## src/rtl/alu_pkg.sv

```systemverilog
// alu_pkg: shared ALU operation, ALUOp class and R-type Funct encodings.
package alu_pkg;
  localparam logic [2:0] OP_AND = 3'b000;
  localparam logic [2:0] OP_OR  = 3'b001;
  localparam logic [2:0] OP_ADD = 3'b010;
  localparam logic [2:0] OP_XOR = 3'b011;
  localparam logic [2:0] OP_NOR = 3'b100;
  localparam logic [2:0] OP_SUB = 3'b110;
  localparam logic [2:0] OP_SLT = 3'b111;
  localparam logic [1:0] ALUOP_MEM  = 2'b00;
  localparam logic [1:0] ALUOP_BR   = 2'b01;
  localparam logic [1:0] ALUOP_R    = 2'b10;
  localparam logic [1:0] ALUOP_SLTI = 2'b11;
  localparam logic [3:0] FUNCT_ADD = 4'b0000;
  localparam logic [3:0] FUNCT_SUB = 4'b0001;
  localparam logic [3:0] FUNCT_SLT = 4'b0010;
  localparam logic [3:0] FUNCT_AND = 4'b1100;
  localparam logic [3:0] FUNCT_OR  = 4'b1101;
  localparam logic [3:0] FUNCT_XOR = 4'b1110;
  localparam logic [3:0] FUNCT_NOR = 4'b1111;
endpackage

```

## src/rtl/alu_control_if.sv

```systemverilog
// alu_control_if: decode request from control/decode and registered ALU select back.
interface alu_control_if;
  logic [1:0] ALUOp;
  logic [3:0] Funct;
  logic       in_valid;
  logic [2:0] Operacioni;
  logic       out_valid;
  logic       illegal;
  modport master (output ALUOp, Funct, in_valid, input Operacioni, out_valid, illegal);
  modport slave  (input ALUOp, Funct, in_valid, output Operacioni, out_valid, illegal);
endinterface

```

## src/rtl/alu_funct_decode.sv

```systemverilog
// alu_funct_decode: pure combinational R-type Funct to ALU op; unknown Funct gives ADD and flags illegal.
module alu_funct_decode
  import alu_pkg::*;
(
  input  logic [3:0] funct,
  output logic [2:0] op,
  output logic       illegal
);
  always_comb begin
    op = OP_ADD;
    illegal = 1'b0;
    case (funct)
      FUNCT_ADD: op = OP_ADD;
      FUNCT_SUB: op = OP_SUB;
      FUNCT_SLT: op = OP_SLT;
      FUNCT_AND: op = OP_AND;
      FUNCT_OR:  op = OP_OR;
      FUNCT_XOR: op = OP_XOR;
      FUNCT_NOR: op = OP_NOR;
      default:   illegal = 1'b1;
    endcase
  end
endmodule

```

## src/rtl/alu_control.sv

```systemverilog
// alu_control: ALUOp/Funct to ALU operation select, registered with valid and illegal flags.
module alu_control
  import alu_pkg::*;
#(
  parameter logic [2:0] RESET_OP = OP_ADD
) (
  input logic          clk,
  input logic          rst_n,
  alu_control_if.slave bus
);
  logic [2:0] r_op, dec_op, op_d, op_q;
  logic       r_ill, dec_ill, ill_d, ill_q, vld_d, vld_q;
  alu_funct_decode u_dec (.funct(bus.Funct), .op(r_op), .illegal(r_ill));
  // ALUOp is tested first so Funct never reaches the outputs for non-R classes
  always_comb begin
    dec_op  = bus.ALUOp == ALUOP_MEM  ? OP_ADD :
              bus.ALUOp == ALUOP_BR   ? OP_SUB :
              bus.ALUOp == ALUOP_SLTI ? OP_SLT : r_op;
    dec_ill = bus.ALUOp == ALUOP_R ? r_ill : 1'b0;
    op_d    = bus.in_valid ? dec_op : op_q;
    ill_d   = bus.in_valid ? dec_ill : ill_q;
    vld_d   = bus.in_valid;
  end
  always_ff @(posedge clk or negedge rst_n)
    if (!rst_n) begin
      op_q  <= RESET_OP;
      ill_q <= 1'b0;
      vld_q <= 1'b0;
    end else begin
      op_q  <= op_d;
      ill_q <= ill_d;
      vld_q <= vld_d;
    end
  assign bus.Operacioni = op_q;
  assign bus.illegal    = ill_q;
  assign bus.out_valid  = vld_q;
endmodule

```

## src/flat_wrapper.sv

```systemverilog
// flat-port wrapper written by rule: the top's interface ports become plain ports
module alu_control_flat import alu_pkg::*;
#(
  parameter logic [2:0] RESET_OP = OP_ADD
)
  (clk, rst_n, bus_ALUOp, bus_Funct, bus_in_valid, bus_Operacioni, bus_out_valid, bus_illegal);
  alu_control_if bus_i ();
  input logic clk;
  input logic rst_n;
  input wire logic [$bits(bus_i.ALUOp)-1:0] bus_ALUOp;
  input wire logic [$bits(bus_i.Funct)-1:0] bus_Funct;
  input wire logic [$bits(bus_i.in_valid)-1:0] bus_in_valid;
  output wire logic [$bits(bus_i.Operacioni)-1:0] bus_Operacioni;
  output wire logic [$bits(bus_i.out_valid)-1:0] bus_out_valid;
  output wire logic [$bits(bus_i.illegal)-1:0] bus_illegal;
  assign bus_i.ALUOp = bus_ALUOp;
  assign bus_i.Funct = bus_Funct;
  assign bus_i.in_valid = bus_in_valid;
  assign bus_Operacioni = bus_i.Operacioni;
  assign bus_out_valid = bus_i.out_valid;
  assign bus_illegal = bus_i.illegal;
  alu_control #(.RESET_OP(RESET_OP)) u_core (.clk(clk), .rst_n(rst_n), .bus(bus_i));
endmodule
```

## config.mk

```make
export PLATFORM = sky130hd
export DESIGN_NAME = alu_control_flat
export DESIGN_NICKNAME = d
export VERILOG_FILES = /design/src/rtl/alu_pkg.sv /design/src/rtl/alu_control_if.sv /design/src/rtl/alu_funct_decode.sv /design/src/rtl/alu_control.sv /design/src/flat_wrapper.sv
export SDC_FILE = /design/constraint.sdc
export NUM_CORES = 1
export LEC_CHECK = 0
export BUFFER_PORTS_ARGS = -buffer_cell sky130_fd_sc_hd__buf_2
export CAP_MARGIN = 20
export CORE_AREA = 5 5 42 44
export DETAILED_ROUTE_END_ITERATION = 8
export DIE_AREA = 0 0 47 49
export HOLD_SLACK_MARGIN = 0.06
export SLEW_MARGIN = 20
export SYNTH_ARGS = -nofsm -noshare
export SYNTH_HDL_FRONTEND = slang
export SYNTH_SLANG_ARGS = --single-unit
```

## constraint.sdc

```tcl
create_clock -name clk -period 0.9 [get_ports clk]
set_clock_uncertainty 0.1 [all_clocks]
set_input_delay 0 -clock clk [delete_from_list [all_inputs] [get_ports clk]]
set_output_delay 0 -clock clk [all_outputs]
set_load 0.01 [all_outputs]
```

# Yosys cells after proc, flatten, opt, wreduce, memory -nomap -nowiden
# Cells that the tools add are included.
# totals
regBits,5
in_bits,9
output_inout_bits,5
# op_classes
eq_ne,9
n_mux,6
reduce_logical,3
# op_table
operator,count
$pmux W3 S6,1
$eq A4 B4 Y1 const B,4
$mux W3,3
$reduce_or A7 Y1,1
$eq A2 B2 Y1 const B,2
$eq A4 B1 Y1 const B,1
$eq A4 B2 Y1 const B,1
$logic_not A4 Y1,1
$eq A2 B1 Y1 const B,1
$logic_not A2 Y1,1
$mux W1,2

# Longest topological paths before layout
# Gate-level depths: netlist (run 1).
# logic_depth
ltp_word,5
mapped_depth,4

# By module
# Synthesis (run 1) repeated with hierarchy kept, for this count alone.
# hier_totals
cells_unflattened,30
area_unflattened_um2,291.5
# modules_own_cells
mod,n_inst,cells_per_inst,area_per_inst_um2,seq_area_each_um2
alu_control,1,17,190.2,126.4
alu_funct_decode,1,13,101.3,0.0

# Worst setup path before layout (run 1)
# OpenSTA, ideal clock, no wires.
# synth_timing
path_type,register to register
from,"reg, netlist name u_core.bus.Operacioni[1]"
to,reg u_core.op_q[1] (netlist: u_core.bus.Operacioni[1])
setup_ns,0.077
t_arrival_ns,0.694
t_required_ns,0.723
path_slack_ns,0.029
stages_incl_launch_ff,3
n_path_buf,0
period_less_slack_ns,0.871
path_cell_list,dfstp_2 > nor2_1 > a31oi_1
# synth_rtl
element,line_no,source
end signal: assignment,alu_control.sv:30,op_q <= op_d;
end: declaration,alu_control.sv:11,"logic [2:0] r_op, dec_op, op_d, op_q;"

# Worst setup path in the final report (run 1)
# layout_timing
from,reg u_core.op_q[1] (netlist: u_core.bus.Operacioni[1])
to,out bus_Operacioni[1]
# layout_rtl
element,line_no,source
end: declaration,flat_wrapper.sv:13,output wire logic [$bits(bus_i.Operacioni)-1:0] bus_Operacioni;
# No word-level cell between the ends.

==> results of run 1 <==
==> worst reg2reg max path: stages (launching register included) <==
cell     delay (ps)
dfstp_2         530
nor2_1           50
a31oi_1         150
==> layer usage <==
layer | track usage | vias up
met5 | 0 | -
met4 | 0.04147 | 0
met3 | 0.02214 | 0
met2 | 0.08145 | 9
met1 | 0.06935 | 114
li1 | - | 139
==> state kept, by name (all words and copies together), names as in the netlist <==
register / flops
u_core.bus.Operacioni: 3
u_core.bus.illegal: 1
u_core.bus.out_valid: 1
==> power breakdown <==
group	leakage, nW	switching, W	total [W]	internal [W]
Combinational	0.126	0.0000608	0.000116	0.0000552
Clock	0.0150	0.0000900	0.000257	0.000167
Sequential	0.0596	0.00000793	0.000252	0.000244
==> cells in the final DEF (no fill, tap or decap) <==
cell type | netlist | layout
nand2_1 | 1 | 1
mux2i_1 | 1 | 1
a2111oi_2 | 1 | 1
dlygate4sd3_1 | 0 | 1
buf_2 | 1 | 12
nor2_1 | 5 | 5
o21ai_0 | 1 | 1
a221oi_2 | 1 | 1
nand2b_4 | 1 | 1
nand2b_1 | 1 | 1
dfrtp_1 | 4 | 4
a21oi_1 | 4 | 4
a21o_1 | 1 | 1
and2_1 | 1 | 1
nor2b_1 | 2 | 2
a31oi_1 | 1 | 1
buf_6 | 0 | 1
clkbuf_1 | 0 | 1
inv_1 | 1 | 1
dfstp_2 | 1 | 1
clkbuf_4 | 0 | 3
and4_1 | 1 | 1
==> cell families (layout without fill, tap and decap cells) <==
| family | Yosys count | after routing | share of synthesized area |
|---|---|---|---|
| compound gates | 9 | 9 | 0.2423 |
| buf+inv | 2 | 19 | 0.03081 |
| flops | 5 | 5 | 0.4450 |
| mux | 1 | 1 | 0.03524 |
| simple gates | 12 | 12 | 0.2467 |
==> worst min-delay path by stage <==
stage                     depth (start not counted)                                    to  slack [ps]    startpoint
after floorplan                                   0  u_core.bus.Operacioni[0]$_DFFE_PN0P_        -400         rst_n
after global placement                            1        u_core.bus.out_valid$_DFF_PN0_        -280         rst_n
after detailed placement                          1        u_core.bus.out_valid$_DFF_PN0_        -280         rst_n
after CTS                                         1        u_core.bus.out_valid$_DFF_PN0_        -140  bus_in_valid
after global routing                              1        u_core.bus.out_valid$_DFF_PN0_        -130  bus_in_valid
final                                             1        u_core.bus.out_valid$_DFF_PN0_        -130  bus_in_valid
==> cells in the mapped netlist (all sizes together) <==
library cell / n
nor2: 5
a21oi: 4
dfrtp: 4
nand2b: 2
nor2b: 2
a2111oi: 1
a21o: 1
a221oi: 1
a31oi: 1
and2: 1
and4: 1
buf: 1
dfstp: 1
inv: 1
mux2i: 1
nand2: 1
o21ai: 1
==> what timing repair did <==
action / 4_1_cts / 5_1_grt
pin swaps: 0 / 1
endpoints found under the hold margin: 10 / 8
gates resized for setup: 1 / 0
endpoints found under the setup margin: 2 / 2
==> cell type report <==
class | count | area (um2)
multi-input combinational | 22 | 148.9
sequential | 5 | 126.4
clock buffer | 4 | 26.28
inverter | 1 | 3.754
tap | 16 | 20.02
fill | 161 | 994.7
timing repair buffer | 14 | 81.33
==> per-stage QoR <==
step	cells	util	TNS (ps)	instance area (um2)	setup WS (ps)
after floorplan	29	-	0	284.0	28.55
after global placement	57	0.2598	-13.66	364.1	-13.66
after detailed placement	57	0.2598	-14.84	364.1	-14.84
after CTS	62	0.2902	-99.18	406.6	-81.25
after global routing	62	0.2902	-154.6	406.6	-94.47
final	62	0.2902	-78.18	406.6	-68.28
==> flow_summary.yaml, run 1 <==
status:
  status: "finished, violations left"
  violations: "hold timing, setup timing"
logic_synthesis:
  yosys.area.top_type: "dfrtp_1"
  syn-cell-area_um2: 284.0
  ys_warn_count: 0
  yosysTopAreaCellShare: 0.3524
  synth_cells: 29
  syn_avg_cell_area_um2: 9.794
  synth-seq-cells: 5
  synthTopCellsByArea: "dfrtp_1, dfstp_2, a21oi_1"
  ys_types: 18
  ys_seq_area_frac: 0.4449
  syn_nets: 38
clocking:
  clock_latency_ps: 240
  cts_root_buffer: "clkbuf_4"
  clk_path_buf_depth: 2
  numCtsBuffers: 3
  cts_hold_buf: 1
  cts_setup_buffers: 0
  cts_tree: "done"
  clk_pin_slew_ps: 40
  clock-sinks: 5
  htree_levels: 1
critical_path:
  path_buf_inv: 1
  rrSetupSlack_ps: -10
  critPathCapture: "bus_Operacioni[1]"
  cp-end-kind: "output port"
  arrival_ps: 870
  cp-startpoint: "u_core.bus.Operacioni[1]$_DFFE_PN1P_"
  crit_path_max_incr_delay_ps: 530
  r2r-start: "u_core.bus.Operacioni[1]$_DFFE_PN1P_"
  crit_type: "reg2out"
  cpMaxStageDelayCell: "dfstp_2"
  critPathLaunchType: "flip-flop"
  r2r_cells: 2
  critPathRequiredTime_ps: 800
  path_cells: "buf_6"
  critPathTopFamily: "flip-flops"
  crit_cells: 1
  r2r_end: "u_core.bus.Operacioni[1]$_DFFE_PN1P_"
  worstPathMaxFanout: 2
global_routing:
  grt_antenna_before_repair: 0
  grt_max_degree: 9
  grt_pass1_wl_um: 945
  grt_pass1_vias: 255
  grt.total_usage: 0.05807
  overflow: 0
drt:
  via_per_inst: 4.226
  topRoutingLayerUsed: "met3"
  wl_met2_um: 253
  drc: 0
  wl_per_cell_um: 9.613
  ant_nets: 0
  vias: 262
  drt_pass1_iterations: 2
  drt-met1-wl_um: 278
  drtIter0Drc: 3
  wl_met3_um: 63
  wl_um: 596
power:
  total_power_w: 0.0006251
  ir_worst_vdd_mv: 0.7957
  leakagePower_nw: 0.2005
  power_density_nw_per_um2: 1537
place:
  hpwl_um: 502.3
  place_congestion: 0.6658
  io_buffer_count: 13
sta:
  max_freq_mhz: 1033
  hold_violations: 7
  setup_viol: 2
  holdWs_ps: -129.6
  rsz0062_at_grt: "yes"
  finalCritPeriodShare: 1.076
  fin_ws_ps: -68.28
  tightest_slew_ps: 272.2
  slew_headroom: 0.8182
  drv_slew: 0
  min_period_ps: 968.3
flow_run:
  maxCapViolCount: 0
finish:
  drive_gt1_frac: 0.4348
  final_net_count: 56
  area_growth_pct: 43.17
  antennaDiodeCount: 0
floorplanning:
  fp-row-count: 14
  die-area_um2: 2303
  initial_utilization: 0.2027
  fp.dieH_um: 49
  core_um2: 1401
  boundaryPins: 14
  dieWidth_um: 47
hold_path:
  min_path_type: "in2reg"
Note: power is estimated with default switching activity, not from simulation.
==> inputs of run 2 (changes only) <==
PLACE_DENSITY_LB_ADDON = 0.2   (was default)
==> run 2 against run 1 <==
Compared with the run above: highest routed layer unchanged; final cell count increased by 3.2%; critical endpoint unchanged; the flow still finishes with violations (hold timing, setup timing); total power decreased by 0.66%; core utilization increased by 1.1 points.
==> flow_summary.yaml, run 2 (same netlist as run 1, synthesis figures left out) <==
critical_path:
  path_buf_inv: 1
  critPathRequiredTime_ps: 800
  rrSetupSlack_ps: -20
  worstPathMaxFanout: 2
  r2r-start: "u_core.bus.Operacioni[1]$_DFFE_PN1P_"
  critPathTopFamily: "flip-flops"
  crit_type: "reg2out"
  cpMaxStageDelayCell: "dfstp_2"
  arrival_ps: 870
  cp-end-kind: "output port"
  r2r_end: "u_core.bus.Operacioni[1]$_DFFE_PN1P_"
  critPathLaunchType: "flip-flop"
  path_cells: "buf_6"
  r2r_cells: 2
  crit_path_max_incr_delay_ps: 530
sta:
  fin_ws_ps: -66.58
  setup_tns_ps: -82.60
  setup_viol: 2
  max_freq_mhz: 1035
  finalCritPeriodShare: 1.074
  drv_slew: 0
  hold_violations: 1
  tightest_slew_ps: 283.2
  min_period_ps: 966.6
  holdWs_ps: -141.2
  rsz0062_at_grt: "yes"
  slew_headroom: 0.8108
power:
  power_density_nw_per_um2: 1473
  ir_worst_vdd_mv: 0.5295
  total_power_w: 0.0006210
  leakagePower_nw: 0.2111
drt:
  wl_um: 629
  drt_pass1_iterations: 4
  drtIter0Drc: 8
  drc: 0
  vias: 280
  wl_per_cell_um: 9.828
  via_per_inst: 4.375
  ant_nets: 0
place:
  post-place-cells: 59
  io_buffer_count: 13
  place_congestion: 0.7082
  hpwl_um: 546.8
clocking:
  clk_pin_slew_ps: 40
  cts_root_buffer: "clkbuf_4"
  cts_hold_buf: 2
  clock-sinks: 5
  numCtsBuffers: 3
  clk_path_buf_depth: 2
  htree_levels: 1
  cts_tree: "done"
  clock_latency_ps: 230
global_routing:
  grt.total_usage: 0.06436
  grt_pass1_wl_um: 1062
  grt_antenna_before_repair: 0
  overflow: 0
  grt_max_degree: 7
  grt_pass1_vias: 287
finish:
  drive_gt1_frac: 0.4583
  antennaDiodeCount: 0
  largest_register_ffs: 3
  layout_common_cells: "buf_2, nor2_1, a21oi_1, dfrtp_1, clkbuf_4"
  layout.cells.non_filler: 64
  area_growth_pct: 48.46
  layout_commonest_cell: "buf_2"
  final_net_count: 58
floorplanning:
  core_um2: 1401
  boundaryPins: 14
  initial_utilization: 0.2027
  dieWidth_um: 47
  die-area_um2: 2303
  fp.dieH_um: 49
  fp-row-count: 14
hold_path:
  min_path_type: "in2reg"
  whs_path_depth: 1
  holdCritStartpoint: "bus_in_valid"
  whs_endpoint: "u_core.bus.out_valid$_DFF_PN0_"
flow_run:
  maxCapViolCount: 0
status:
  violations: "hold timing, setup timing"
  status: "finished, violations left"
-- run 2: cell types whose count changed in the layout (fill, tap and decap cells not counted) --
| cell | before | now |
|---|---|---|
| buf_4 | 0 | 2 |
-- run 2: worst max path at each step --
| stage | cells past startpoint | endpoint | startpoint |
|---|---|---|---|
| floorplan | 2 | u_core.bus.Operacioni[1]$_DFFE_PN1P_ | u_core.bus.Operacioni[1]$_DFFE_PN1P_ |
| global placement | 4 | u_core.bus.Operacioni[2]$_DFFE_PN0P_ | bus_Funct[3] |
| detailed placement | 4 | u_core.bus.Operacioni[2]$_DFFE_PN0P_ | bus_Funct[3] |
| CTS | 1 | bus_Operacioni[1] | u_core.bus.Operacioni[1]$_DFFE_PN1P_ |
| global route | 1 | bus_Operacioni[1] | u_core.bus.Operacioni[1]$_DFFE_PN1P_ |
| finish | 1 | bus_Operacioni[1] | u_core.bus.Operacioni[1]$_DFFE_PN1P_ |
-- run 2: final cells by class --
cell class / count / area, um2
Clock buffer: 4 / 26.28
Fill cell: 162 / 979.7
Inverter: 1 / 3.754
Multi-Input combinational cell: 22 / 148.9
Sequential cell: 5 / 126.4
Tap cell: 16 / 20.02
Timing Repair Buffer: 16 / 96.34
-- run 2: power breakdown --
group          switching [W]  internal, W  total (W)
sequential        0.00000770     0.000244   0.000252
combinational      0.0000630    0.0000604   0.000123
clock              0.0000791     0.000167   0.000246
-- run 2: per-stage QoR --
| stage | area (um2) | hold WS [ps] | worst slack [ps] | utilization |
|---|---|---|---|---|
| 3_5_place_dp | 379.1 | -280.4 | -4.170 | 0.2705 |
| 4_1_cts | 431.7 | -156.0 | -80.27 | 0.3080 |
| 3_3_place_gp | 379.1 | -278.1 | -50.58 | 0.2705 |
| 2_1_floorplan | 284.0 | -395.6 | 28.55 | - |
| 5_1_grt | 421.7 | -151.5 | -94.98 | 0.3009 |
| 6_report | 421.7 | -141.2 | -66.58 | 0.3009 |
-- run 2: repair_timing --
action,CTS,global route
resized for setup,1,0
setup buffers,0,0
endpoints found under the hold margin,10,7
endpoints found under the setup margin,2,3
-- run 2: routing by layer --
| metal | track usage | vias up | wire length [um] |
|---|---|---|---|
| met5 | 0 | - | 0 |
| met4 | 0.04147 | 0 | 0 |
| met3 | 0.02214 | 0 | 53 |
| met2 | 0.09502 | 7 | 313 |
| met1 | 0.07572 | 130 | 263 |
| li1 | - | 143 | - |
==> inputs of run 3 (changes only) <==
CORE_AREA = 3 3 40 42   (was 5 5 42 44)
DIE_AREA = 0 0 43 45   (was 0 0 47 49)
SLEW_MARGIN = default   (was 20)
SYNTH_HIERARCHICAL = 1   (was default)
==> run 3 against run 2 <==
Compared with the run above: critical path type unchanged; the run still ends with hold timing, setup timing left; largest power group is now the clock network; core utilization increased by 7.1 points; first-iteration DRC count decreased by 88%; register-to-register slack improved by 70 ps; non-clock buffer count increased by 4; cell area increased by 13%; die area decreased by 16%; sequential power about the same; clock-buffer cell count unchanged.
==> flow_summary.yaml, run 3 <==
place:
  place_congestion: 0.6773
  io_buffer_count: 13
  dpl_cell_area_um2: 389.1
  post-place-cells: 60
critical_path:
  path_buf_inv: 1
  crit_type: "reg2out"
  crit_path_max_incr_delay_ps: 530
  critPathLaunchType: "flip-flop"
  path_cells: "buf_6"
  critPathTopFamily: "flip-flops"
  arrival_ps: 870
  r2r_cells: 2
  cp-end-kind: "output port"
  cpMaxStageDelayCell: "dfstp_2"
  worstPathMaxFanout: 2
  critPathRequiredTime_ps: 800
  crit_cells: 1
flow_run:
  maxCapViolCount: 0
clocking:
  cts_root_buffer: "clkbuf_4"
  cts_setup_buffers: 0
  cts_tree: "done"
  clock_latency_ps: 240
  clk_pin_slew_ps: 40
  clock-sinks: 5
  htree_levels: 1
  numCtsBuffers: 3
  clk_path_buf_depth: 2
sta:
  hold_violations: 3
  slew_headroom: 0.8550
  rsz0062_at_grt: "yes"
  finalCritPeriodShare: 1.075
  holdWs_ps: -11.64
  fin_ws_ps: -67.89
  drv_slew: 0
  tightest_slew_ps: 216.8
  setup_viol: 2
  max_freq_mhz: 1033
  min_period_ps: 967.9
status:
  status: "finished, violations left"
  violations: "hold timing, setup timing"
logic_synthesis:
  yosys.area.top_type: "dfrtp_1"
  synth-seq-cells: 5
  synth_edf_count: 0
  yosysTopAreaCellShare: 0.3433
  synth_common_cells: "a21oi_1, dfrtp_1, o21ai_0"
  synthTopCellsByArea: "dfrtp_1, dfstp_2, a21oi_1"
  ys_seq_area_frac: 0.4335
  ys_types: 19
  synthArstFlopShare: 1.000
  syn-cell-area_um2: 291.5
  synth_cells: 30
  syn_avg_cell_area_um2: 9.718
  ys.flop_type: "dfrtp_1"
  ys_warn_count: 6
  syn_nets: 39
finish:
  final_area_um2: 478.0
  seqCellArea_um2: 126.4
  final_net_count: 62
  layout.cells.non_filler: 67
  drive_gt1_frac: 0.4808
  layout_commonest_cell: "buf_2"
  final_util: 0.3720
  largest_register_ffs: 3
  layout_common_cells: "buf_2, dlygate4sd3_1, dfrtp_1, buf_4"
  multi_input_area_um2: 150.1
  fillers: 138
  area_growth_pct: 63.95
  antennaDiodeCount: 0
drt:
  drc: 0
  drtIter0Drc: 1
  vias: 290
  wl_um: 669
  wl_per_cell_um: 9.985
  drt_pass1_iterations: 2
  via_per_inst: 4.328
  ant_nets: 0
hold_path:
  whs_path_depth: 3
  min_path_type: "in2reg"
power:
  p_sw_frac: 0.2509
  pwr-share-seq: 0.386
  power.net_switching_w: 0.0001623
  power_frac_clock: 0.400
  total_power_w: 0.0006467
  leakagePower_nw: 0.2125
  ir_worst_vdd_mv: 0.3691
  power_density_nw_per_um2: 1353
  comb_power_share: 0.214
  p_int_w: 0.0004844
floorplanning:
  fp-row-count: 13
  core_um2: 1285
  die-area_um2: 1935
  dieWidth_um: 43
  boundaryPins: 14
  initial_utilization: 0.2269
  fp.dieH_um: 45
global_routing:
  overflow: 0
  grt_pass1_wl_um: 1062
  grt_antenna_before_repair: 0
  grt.total_usage: 0.07346
  grt_pass1_vias: 280
  grt_max_degree: 10
## run 3: routing by layer
layer | routed length, um | vias up | track usage
met2 | 351 | 8 | 0.1257
met1 | 277 | 129 | 0.08252
li1 | - | 153 | -
met4 | 0 | 0 | 0.07229
met3 | 40 | 0 | 0
met5 | 0 | - | 0
## run 3: kinds of logic after synthesis
family	share of synthesized area
AOI/OAI and AO/OA	0.2146
and+or+nand+nor	0.2404
xor gates and xnor gates	0.03005
DFF	0.4335
buffers and inverters	0.08154
## run 3: final cells by class
cell class              instances  share of cell area
clock buffers                   4             0.05497
inverters                       2             0.01571
multi-input cells              21              0.3141
flip-flops and latches          5              0.2644
well taps                      15             0.03927
repair buffers                 20              0.3115
## run 3: path summary, 6_finish.rpt
| path | endpoint | from | slack [ps] |
|---|---|---|---|
| max | bus_Operacioni[1] | u_core/bus.Operacioni[1]$_DFFE_PN1P_ | -70 |
| min | u_core/bus.Operacioni[2]$_DFFE_PN0P_ | bus_ALUOp[0] | -10 |
| max reg2reg | u_core/bus.Operacioni[1]$_DFFE_PN1P_ | u_core/bus.Operacioni[1]$_DFFE_PN1P_ | 50 |
| min reg2reg | u_core/bus.Operacioni[1]$_DFFE_PN1P_ | u_core/bus.Operacioni[1]$_DFFE_PN1P_ | 400 |
| max in group asynchronous | u_core/bus.Operacioni[1]$_DFFE_PN1P_ | rst_n | 490 |
| min in group asynchronous | u_core/bus.illegal$_DFFE_PN0P_ | rst_n | 0 |
## run 3: through the flow
step | hold slack, ps | setup TNS, ps | setup slack, ps
after floorplan | -395.6 | -128.3 | -128.3
after detailed placement | -279.7 | -346.8 | -178.9
after global routing | 19.40 | -281.7 | -89.38
after global placement | -281.9 | -318.0 | -175.5
after CTS | -136.9 | -75.07 | -75.07
final | -11.64 | -70.35 | -67.89
## run 3: timing repair
item | CTS | global route
endpoints found under the setup margin | 1 | 3
hold buffers | 2 | 2
pin swaps | 0 | 5
hold endpoints to repair | 10 | 9
resized for setup | 1 | 4
## run 3: tightest hold or removal path, stage by stage
cell     delay (ps)
buf_2           120
a21oi_2          40
a21oi_1         120
## run 3: power by group through the flow
| stage | Sequential [W] | Combinational [W] | Clock [W] |
|---|---|---|---|
| after detailed placement | 0.000252 | 0.000118 | 0 |
| final | 0.000249 | 0.000139 | 0.000259 |
| after CTS | 0.000250 | 0.000127 | 0.000273 |
| after global routing | 0.000251 | 0.000155 | 0.000283 |
| after floorplan | 0.000261 | 0.0000495 | 0 |
| after global placement | 0.000252 | 0.000118 | 0 |
